`src/rtl/cpu_pkg.sv`:
```
// Shared opcode encodings and default datapath geometry for the ALU pipeline.
package cpu_pkg;

  localparam int DATA_W_DEF = 32;
  localparam int NREG_DEF   = 32;

  typedef enum logic [2:0] {
    OP_ADD = 3'b000,
    OP_SUB = 3'b001,
    OP_AND = 3'b010,
    OP_OR  = 3'b011,
    OP_SLT = 3'b100,
    OP_SLL = 3'b101,
    OP_SRL = 3'b110,
    OP_MUL = 3'b111
  } op_e;

endpackage

```
`src/rtl/reg_file.sv`:
```
// NREG x DATA_W register file: one write port, three asynchronous read ports
// (rs, rt, dbg) that see a same-edge write. Register 0 always reads zero.
module reg_file
  import cpu_pkg::*;
#(
  parameter int DATA_W = DATA_W_DEF,
  parameter int NREG   = NREG_DEF,
  localparam int REG_AW = $clog2(NREG)
) (
  input  logic              clk,
  input  logic              rst,
  input  logic              we,
  input  logic [REG_AW-1:0] waddr,
  input  logic [DATA_W-1:0] wdata,
  input  logic [REG_AW-1:0] rs_addr,
  input  logic [REG_AW-1:0] rt_addr,
  input  logic [REG_AW-1:0] dbg_addr,
  output logic [DATA_W-1:0] rs_data,
  output logic [DATA_W-1:0] rt_data,
  output logic [DATA_W-1:0] dbg_data
);

  localparam int NSLOT = 2 ** REG_AW;

  logic [DATA_W-1:0] mem_r [NSLOT];
  logic              in_range_s;
  logic              wr_s;

  // Slots past NREG exist only to keep indexing in range; they are never written.
  generate
    if (NREG < NSLOT) begin : g_partial
      assign in_range_s = (32'(waddr) < 32'(NREG));
    end else begin : g_full
      assign in_range_s = 1'b1;
    end
  endgenerate

  assign wr_s = we && (waddr != '0) && in_range_s;

  function automatic logic [DATA_W-1:0] rd_port(
    input logic [REG_AW-1:0] addr,
    input logic [DATA_W-1:0] stored,
    input logic              wr,
    input logic [REG_AW-1:0] wa,
    input logic [DATA_W-1:0] wd
  );
    if (addr == '0) begin
      return '0;
    end else if (wr && (addr == wa)) begin
      return wd;
    end else begin
      return stored;
    end
  endfunction

  // Storage array with asynchronous clear.
  always_ff @(posedge clk or negedge rst) begin
    if (!rst) begin
      for (int i = 0; i < NSLOT; i++) begin
        mem_r[i] <= '0;
      end
    end else if (wr_s) begin
      mem_r[waddr] <= wdata;
    end
  end

  // Read ports with write-through bypass.
  always_comb begin
    rs_data  = rd_port(rs_addr, mem_r[rs_addr], wr_s, waddr, wdata);
    rt_data  = rd_port(rt_addr, mem_r[rt_addr], wr_s, waddr, wdata);
    dbg_data = rd_port(dbg_addr, mem_r[dbg_addr], wr_s, waddr, wdata);
  end

endmodule

```
`src/rtl/alu_pipeline.sv`:
```
// Three-stage ALU pipeline DX -> XM -> MW. Hazards are resolved by forwarding
// (FWD_EN=1) or a DX interlock (FWD_EN=0); MUL occupies DX for MUL_LAT cycles.
module alu_pipeline
  import cpu_pkg::*;
#(
  parameter int DATA_W  = DATA_W_DEF,
  parameter int NREG    = NREG_DEF,
  parameter int FWD_EN  = 1,
  parameter int MUL_LAT = 4,
  localparam int REG_AW = $clog2(NREG)
) (
  input  logic              clk,
  input  logic              rst,
  input  logic              in_valid,
  output logic              in_ready,
  input  logic [2:0]        in_op,
  input  logic [REG_AW-1:0] in_rd,
  input  logic [REG_AW-1:0] in_rs,
  input  logic [REG_AW-1:0] in_rt,
  input  logic [15:0]       in_imm,
  input  logic              in_use_imm,
  output logic              wb_valid,
  output logic [REG_AW-1:0] wb_rd,
  output logic [DATA_W-1:0] wb_data,
  input  logic [REG_AW-1:0] dbg_addr,
  output logic [DATA_W-1:0] dbg_data
);

  localparam int SH_W  = $clog2(DATA_W);
  localparam int CNT_W = $clog2(MUL_LAT);
  localparam logic [CNT_W-1:0] MUL_CNT_INIT = CNT_W'(MUL_LAT - 1);

  logic              dx_valid_r;
  op_e               dx_op_r;
  logic [REG_AW-1:0] dx_rd_r;
  logic [REG_AW-1:0] dx_rs_r;
  logic [REG_AW-1:0] dx_rt_r;
  logic [DATA_W-1:0] dx_imm_r;
  logic              dx_use_imm_r;
  logic [CNT_W-1:0]  mul_cnt_r;

  logic              xm_valid_r;
  logic [REG_AW-1:0] xm_rd_r;
  logic [DATA_W-1:0] xm_data_r;

  logic [DATA_W-1:0] rs_rf_s;
  logic [DATA_W-1:0] rt_rf_s;
  logic [DATA_W-1:0] op_a_s;
  logic [DATA_W-1:0] rt_val_s;
  logic [DATA_W-1:0] op_b_s;
  logic [DATA_W-1:0] alu_res_s;
  logic              hazard_s;
  logic              mul_busy_s;
  logic              dx_advance_s;
  logic              accept_s;

  // Register 0 never matches, so it is never forwarded nor interlocked on.
  function automatic logic src_hit(
    input logic [REG_AW-1:0] src,
    input logic              v,
    input logic [REG_AW-1:0] rd
  );
    return v && (rd == src) && (src != '0);
  endfunction

  function automatic logic [DATA_W-1:0] alu(
    input op_e               op,
    input logic [DATA_W-1:0] a,
    input logic [DATA_W-1:0] b
  );
    logic lt;
    lt = ($signed(a) < $signed(b));
    case (op)
      OP_ADD:  return a + b;
      OP_SUB:  return a - b;
      OP_AND:  return a & b;
      OP_OR:   return a | b;
      OP_SLT:  return {{(DATA_W-1){1'b0}}, lt};
      OP_SLL:  return a << b[SH_W-1:0];
      OP_SRL:  return a >> b[SH_W-1:0];
      OP_MUL:  return a * b;
      default: return '0;
    endcase
  endfunction

  reg_file #(
    .DATA_W (DATA_W),
    .NREG   (NREG)
  ) u_reg_file (
    .clk      (clk),
    .rst      (rst),
    .we       (wb_valid),
    .waddr    (wb_rd),
    .wdata    (wb_data),
    .rs_addr  (dx_rs_r),
    .rt_addr  (dx_rt_r),
    .dbg_addr (dbg_addr),
    .rs_data  (rs_rf_s),
    .rt_data  (rt_rf_s),
    .dbg_data (dbg_data)
  );

  // Operand selection: XM beats MW beats the register file.
  always_comb begin
    op_a_s   = rs_rf_s;
    rt_val_s = rt_rf_s;
    if (FWD_EN != 0) begin
      if (src_hit(dx_rs_r, xm_valid_r, xm_rd_r)) begin
        op_a_s = xm_data_r;
      end else if (src_hit(dx_rs_r, wb_valid, wb_rd)) begin
        op_a_s = wb_data;
      end else begin
        op_a_s = rs_rf_s;
      end
      if (src_hit(dx_rt_r, xm_valid_r, xm_rd_r)) begin
        rt_val_s = xm_data_r;
      end else if (src_hit(dx_rt_r, wb_valid, wb_rd)) begin
        rt_val_s = wb_data;
      end else begin
        rt_val_s = rt_rf_s;
      end
    end else begin
      op_a_s   = rs_rf_s;
      rt_val_s = rt_rf_s;
    end
    op_b_s    = dx_use_imm_r ? dx_imm_r : rt_val_s;
    alu_res_s = alu(dx_op_r, op_a_s, op_b_s);
  end

  // DX stall decision; rt is not a source when the immediate replaces it.
  always_comb begin
    hazard_s = 1'b0;
    if ((FWD_EN == 0) && dx_valid_r) begin
      hazard_s = src_hit(dx_rs_r, xm_valid_r, xm_rd_r) ||
                 src_hit(dx_rs_r, wb_valid, wb_rd) ||
                 (!dx_use_imm_r && (src_hit(dx_rt_r, xm_valid_r, xm_rd_r) ||
                                    src_hit(dx_rt_r, wb_valid, wb_rd)));
    end else begin
      hazard_s = 1'b0;
    end
    mul_busy_s   = dx_valid_r && (dx_op_r == OP_MUL) && (mul_cnt_r != '0);
    dx_advance_s = dx_valid_r && !mul_busy_s && !hazard_s;
  end

  assign in_ready = !dx_valid_r || dx_advance_s;
  assign accept_s = in_valid && in_ready;

  // DX stage: load on handshake, otherwise drain on advance and count MUL down.
  always_ff @(posedge clk or negedge rst) begin
    if (!rst) begin
      dx_valid_r   <= 1'b0;
      dx_op_r      <= OP_ADD;
      dx_rd_r      <= '0;
      dx_rs_r      <= '0;
      dx_rt_r      <= '0;
      dx_imm_r     <= '0;
      dx_use_imm_r <= 1'b0;
      mul_cnt_r    <= '0;
    end else if (accept_s) begin
      dx_valid_r   <= 1'b1;
      dx_op_r      <= op_e'(in_op);
      dx_rd_r      <= in_rd;
      dx_rs_r      <= in_rs;
      dx_rt_r      <= in_rt;
      dx_imm_r     <= DATA_W'($signed(in_imm));
      dx_use_imm_r <= in_use_imm;
      mul_cnt_r    <= (op_e'(in_op) == OP_MUL) ? MUL_CNT_INIT : '0;
    end else begin
      if (dx_advance_s) begin
        dx_valid_r <= 1'b0;
      end
      if (mul_busy_s) begin
        mul_cnt_r <= mul_cnt_r - CNT_W'(1);
      end
    end
  end

  // XM and MW never stall; a DX stall shows up as an XM bubble.
  always_ff @(posedge clk or negedge rst) begin
    if (!rst) begin
      xm_valid_r <= 1'b0;
      xm_rd_r    <= '0;
      xm_data_r  <= '0;
      wb_valid   <= 1'b0;
      wb_rd      <= '0;
      wb_data    <= '0;
    end else begin
      xm_valid_r <= dx_advance_s;
      if (dx_advance_s) begin
        xm_rd_r   <= dx_rd_r;
        xm_data_r <= alu_res_s;
      end
      wb_valid <= xm_valid_r;
      wb_rd    <= xm_valid_r ? xm_rd_r : '0;
      wb_data  <= xm_valid_r ? xm_data_r : '0;
    end
  end

endmodule

```
`config.mk`:
```
export PLATFORM = sky130hd
export DESIGN_NAME = alu_pipeline
export DESIGN_NICKNAME = d
export VERILOG_FILES = /design/src/rtl/cpu_pkg.sv /design/src/rtl/reg_file.sv /design/src/rtl/alu_pipeline.sv
export SDC_FILE = /design/constraint.sdc
export NUM_CORES = 2
export LEC_CHECK = 0
export BUFFER_PORTS_ARGS = -buffer_cell sky130_fd_sc_hd__buf_2
export CORE_UTILIZATION = 40
export CTS_BUF_LIST = sky130_fd_sc_hd__clkbuf_8
export CTS_CLUSTER_DIAMETER = 100
export DETAILED_ROUTE_END_ITERATION = 8
export GPL_TIMING_DRIVEN = 0
export SYNTH_ARGS = -nofsm -noshare
export SYNTH_HDL_FRONTEND = slang
export SYNTH_SLANG_ARGS = --single-unit
```
`constraint.sdc`:
```
create_clock -name clk -period 29.2 [get_ports clk]
set_input_delay 8.76 -clock clk [delete_from_list [all_inputs] [get_ports clk]]
set_output_delay 8.76 -clock clk [all_outputs]
set_load 0.005 [all_outputs]
```
==> out/results.ini <==
[cts]
cts_buffers = 209
cts_root_buf = clkbuf_8
insertion_delay_ns = 1.12
cts_tree = yes
cts-resized-gates = 0
holdBufCountCts = 0
clkTransAtPathRegs_ns = 0.06
clock_sinks = 1138
htreeDepth = 4
cts_buffer_depth = 3
cts_setup_buffers = 0

[yosys]
synthSimpleGateAreaFrac = 0.0703
synth_edf_count = 0
synth_area_um2 = 92000
synth_top_family_by_area = multiplexers
yosysUniqueCellTypes = 97
synthCells = 7950
postSynthAreaPerCell_um2 = 11.6
synthAdderAreaFrac = 0.119
ys_top_cells_by_area = dfrtp_1 31%, mux4_2 16%, mux2_2 13%
synth_ff_type = dfrtp_1
synth_compound_area_frac = 0.0817
synth_seq_area_share = 0.309
yosysTopAreaCellShare = 0.309
synthArstFlopShare = 1.00
ys_warn_count = 0
muxShareOfSynthArea = 0.346
yosysTopAreaCell = dfrtp_1
syn-num-nets = 8624
synthXorXnorAreaFrac = 0.0135
ys_seq_elements = 1138

[critical_path]
cp-start-kind = input port
cp_max_fo = 13
crit_required_ns = 20.44
r2r_slack_ns = 11.01
endpoint_kind = primary output
arrival_ns = 14.27
critPathKind = in -> out

[route]
viasPerCell = 7.32
firstDrtPassIters = 9
antenna_left = 0
drt-initial-drc-count = 14700
wl_per_cell_um = 48.9
routed-via-count = 85000
drcViolationCount = 0
finalWirelength_um = 568000

[cells_and_area]
area_delta_synth_final_pct = 11.8
drive_gt1_frac = 0.309
fillers = 21400
seq_area_um2 = 28500
nNetsFinal = 9007
multiInputGateArea_um2 = 58200
design_area_um2 = 103000

[placement]
place_worst_setup_slack_ns = 6.71
gp_congestion = 1.14
dpl_cell_area_um2 = 97800
place_hpwl_um = 413000
port_buffers = 110

[die]
initial_core_util = 0.404
core_area_um2 = 228000
pin_count = 114
dieArea_um2 = 232000
die_height_um = 482
dieWidth_um = 482
rows = 175

[timing]
fin_skew_ns = 0.122
slew_headroom = -0.174
slew_viol_final = 482
hold_viol_final = 0
hold_ws_ns = 0.438
fin_ws_ns = 6.17
setup_viol = 0
worst_slew_pin_slew_ns = 1.76
layout_min_cycle_time_ns = 23.03
rsz0062_at_grt = false
fmax_mhz = 43.4
fin_crit_sh = 0.789

[job]
max_cap_viol_count = 53

[global_routing]
grtUsageMet1 = 0.527
antenna_found_initial = 86
busiest_layer = met2
met3_usage = 0.265
grt_max_degree = 171
grt_usage = 0.485
grt_overflow_total = 0
grt_pass1_wl_um = 743000
grt_util_met2 = 0.656
grt_pass1_vias = 80200

[status]
status = finished with violations
failed_checks = capacitance limit, slew limit

[min_path]
hp-class = reg -> reg

cell usage in the layout (no fill, tap or decap), drive strengths merged, types with 242 or more instances in the layout:
cell type and n:
nor2 597, mux2i 463, fa 410, dfrtp 1138, nand2 503, mux2 1029
a21oi 242, inv 609, buf 438, clkbuf 715, mux4 691
through the flow:
stage                     std cells  TNS (ns)   util
after detailed placement      11100         0  0.429
final                         11600         0  0.452
after global routing          11500         0  0.451
after floorplan                7950         0      -
after global placement        11100  -6660.15  0.423
after CTS                     11500         0  0.450
per-layer routing:
metal | up-vias | wire length (um)
met3 | 3073 | 87800
met5 | - | 1150
li1 | 29800 | -
met2 | 8756 | 224000
met4 | 42 | 71100
met1 | 43300 | 183000
sequential cells by signal, summed over array words and instances (netlist names):
signal,cells
wb_valid,1
u_reg_file.mem_r,1024
dx_rt_r,5
dx_use_imm_r,1
dx_rs_r,5
xm_rd_r,5
dx_imm_r,16
xm_valid_r,1
dx_rd_r,5
wb_rd,5
dx_valid_r,1
xm_data_r,32
dx_op_r,3
wb_data,32
mul_cnt_r,2
worst max-delay path, cell delays in order:
cell and delay, ns:
clkbuf_1 0.31, clkbuf_1 0.79, clkbuf_2 1.06, xor2_1 0.19, nor4_1 0.25, nand3_1 0.69
clkbuf_1 0.61, a211oi_1 1.27, buf_2 0.29
cell usage after synthesis (all sizes together) (19+ instances only):
cell and number:
clkbuf 448, xnor2 92, a22oi 75, o221ai 20, inv 548, o22ai 52
buf 269, a21o 34, o211ai 22, a31oi 25, ha 221, nor2b 43
a21oi 242, nor2 597, a211oi 102, o21ai 226, and3 25, mux2 1029
nor3 75, nand2 503, and2 51, a221oi 66, nand2b 42, a22o 19
mux2i 463, o21bai 20, a221o 36, dfrtp 1138, o21a 28, mux4 691
xor2 29, fa 410, nand3 76
final cells by class:
type | instances | share of cell area
multi-input cells | 5535 | 0.565
flip-flops and latches | 1138 | 0.277
well taps | 3009 | 0.0366
clock buffers | 264 | 0.0353
plain buffers | 717 | 0.0346
inverters | 560 | 0.0204
repair buffers | 172 | 0.0173
clock inverters | 126 | 0.0114
diodes | 94 | 0.00229
cell families (layout without fill, tap and decap cells):
group	after synthesis	count (layout)
xor+xnor	129	129
fa+ha+maj	631	631
other cells	0	94
buf+inv	1277	1839
simple gates	1491	1491
compound gates	1101	1101
mux	2183	2183
flops	1138	1138
final timing paths:
check | end | start | cells after the start
worst max register to register | xm_data_r[28] | dx_rt_r[1] | 44
worst min-delay path | wb_valid | xm_valid_r | 0
min in group asynchronous | u_reg_file.mem_r[722] | rst | 1
worst max-delay path | dbg_data[2] | dbg_addr[1] | 9
max in group asynchronous | u_reg_file.mem_r[478] | rst | 4
worst min register to register | wb_valid | xm_valid_r | 0
Power is not shown: default switching activity piles up to over one toggle a cycle in this logic, so the estimate is an artifact.
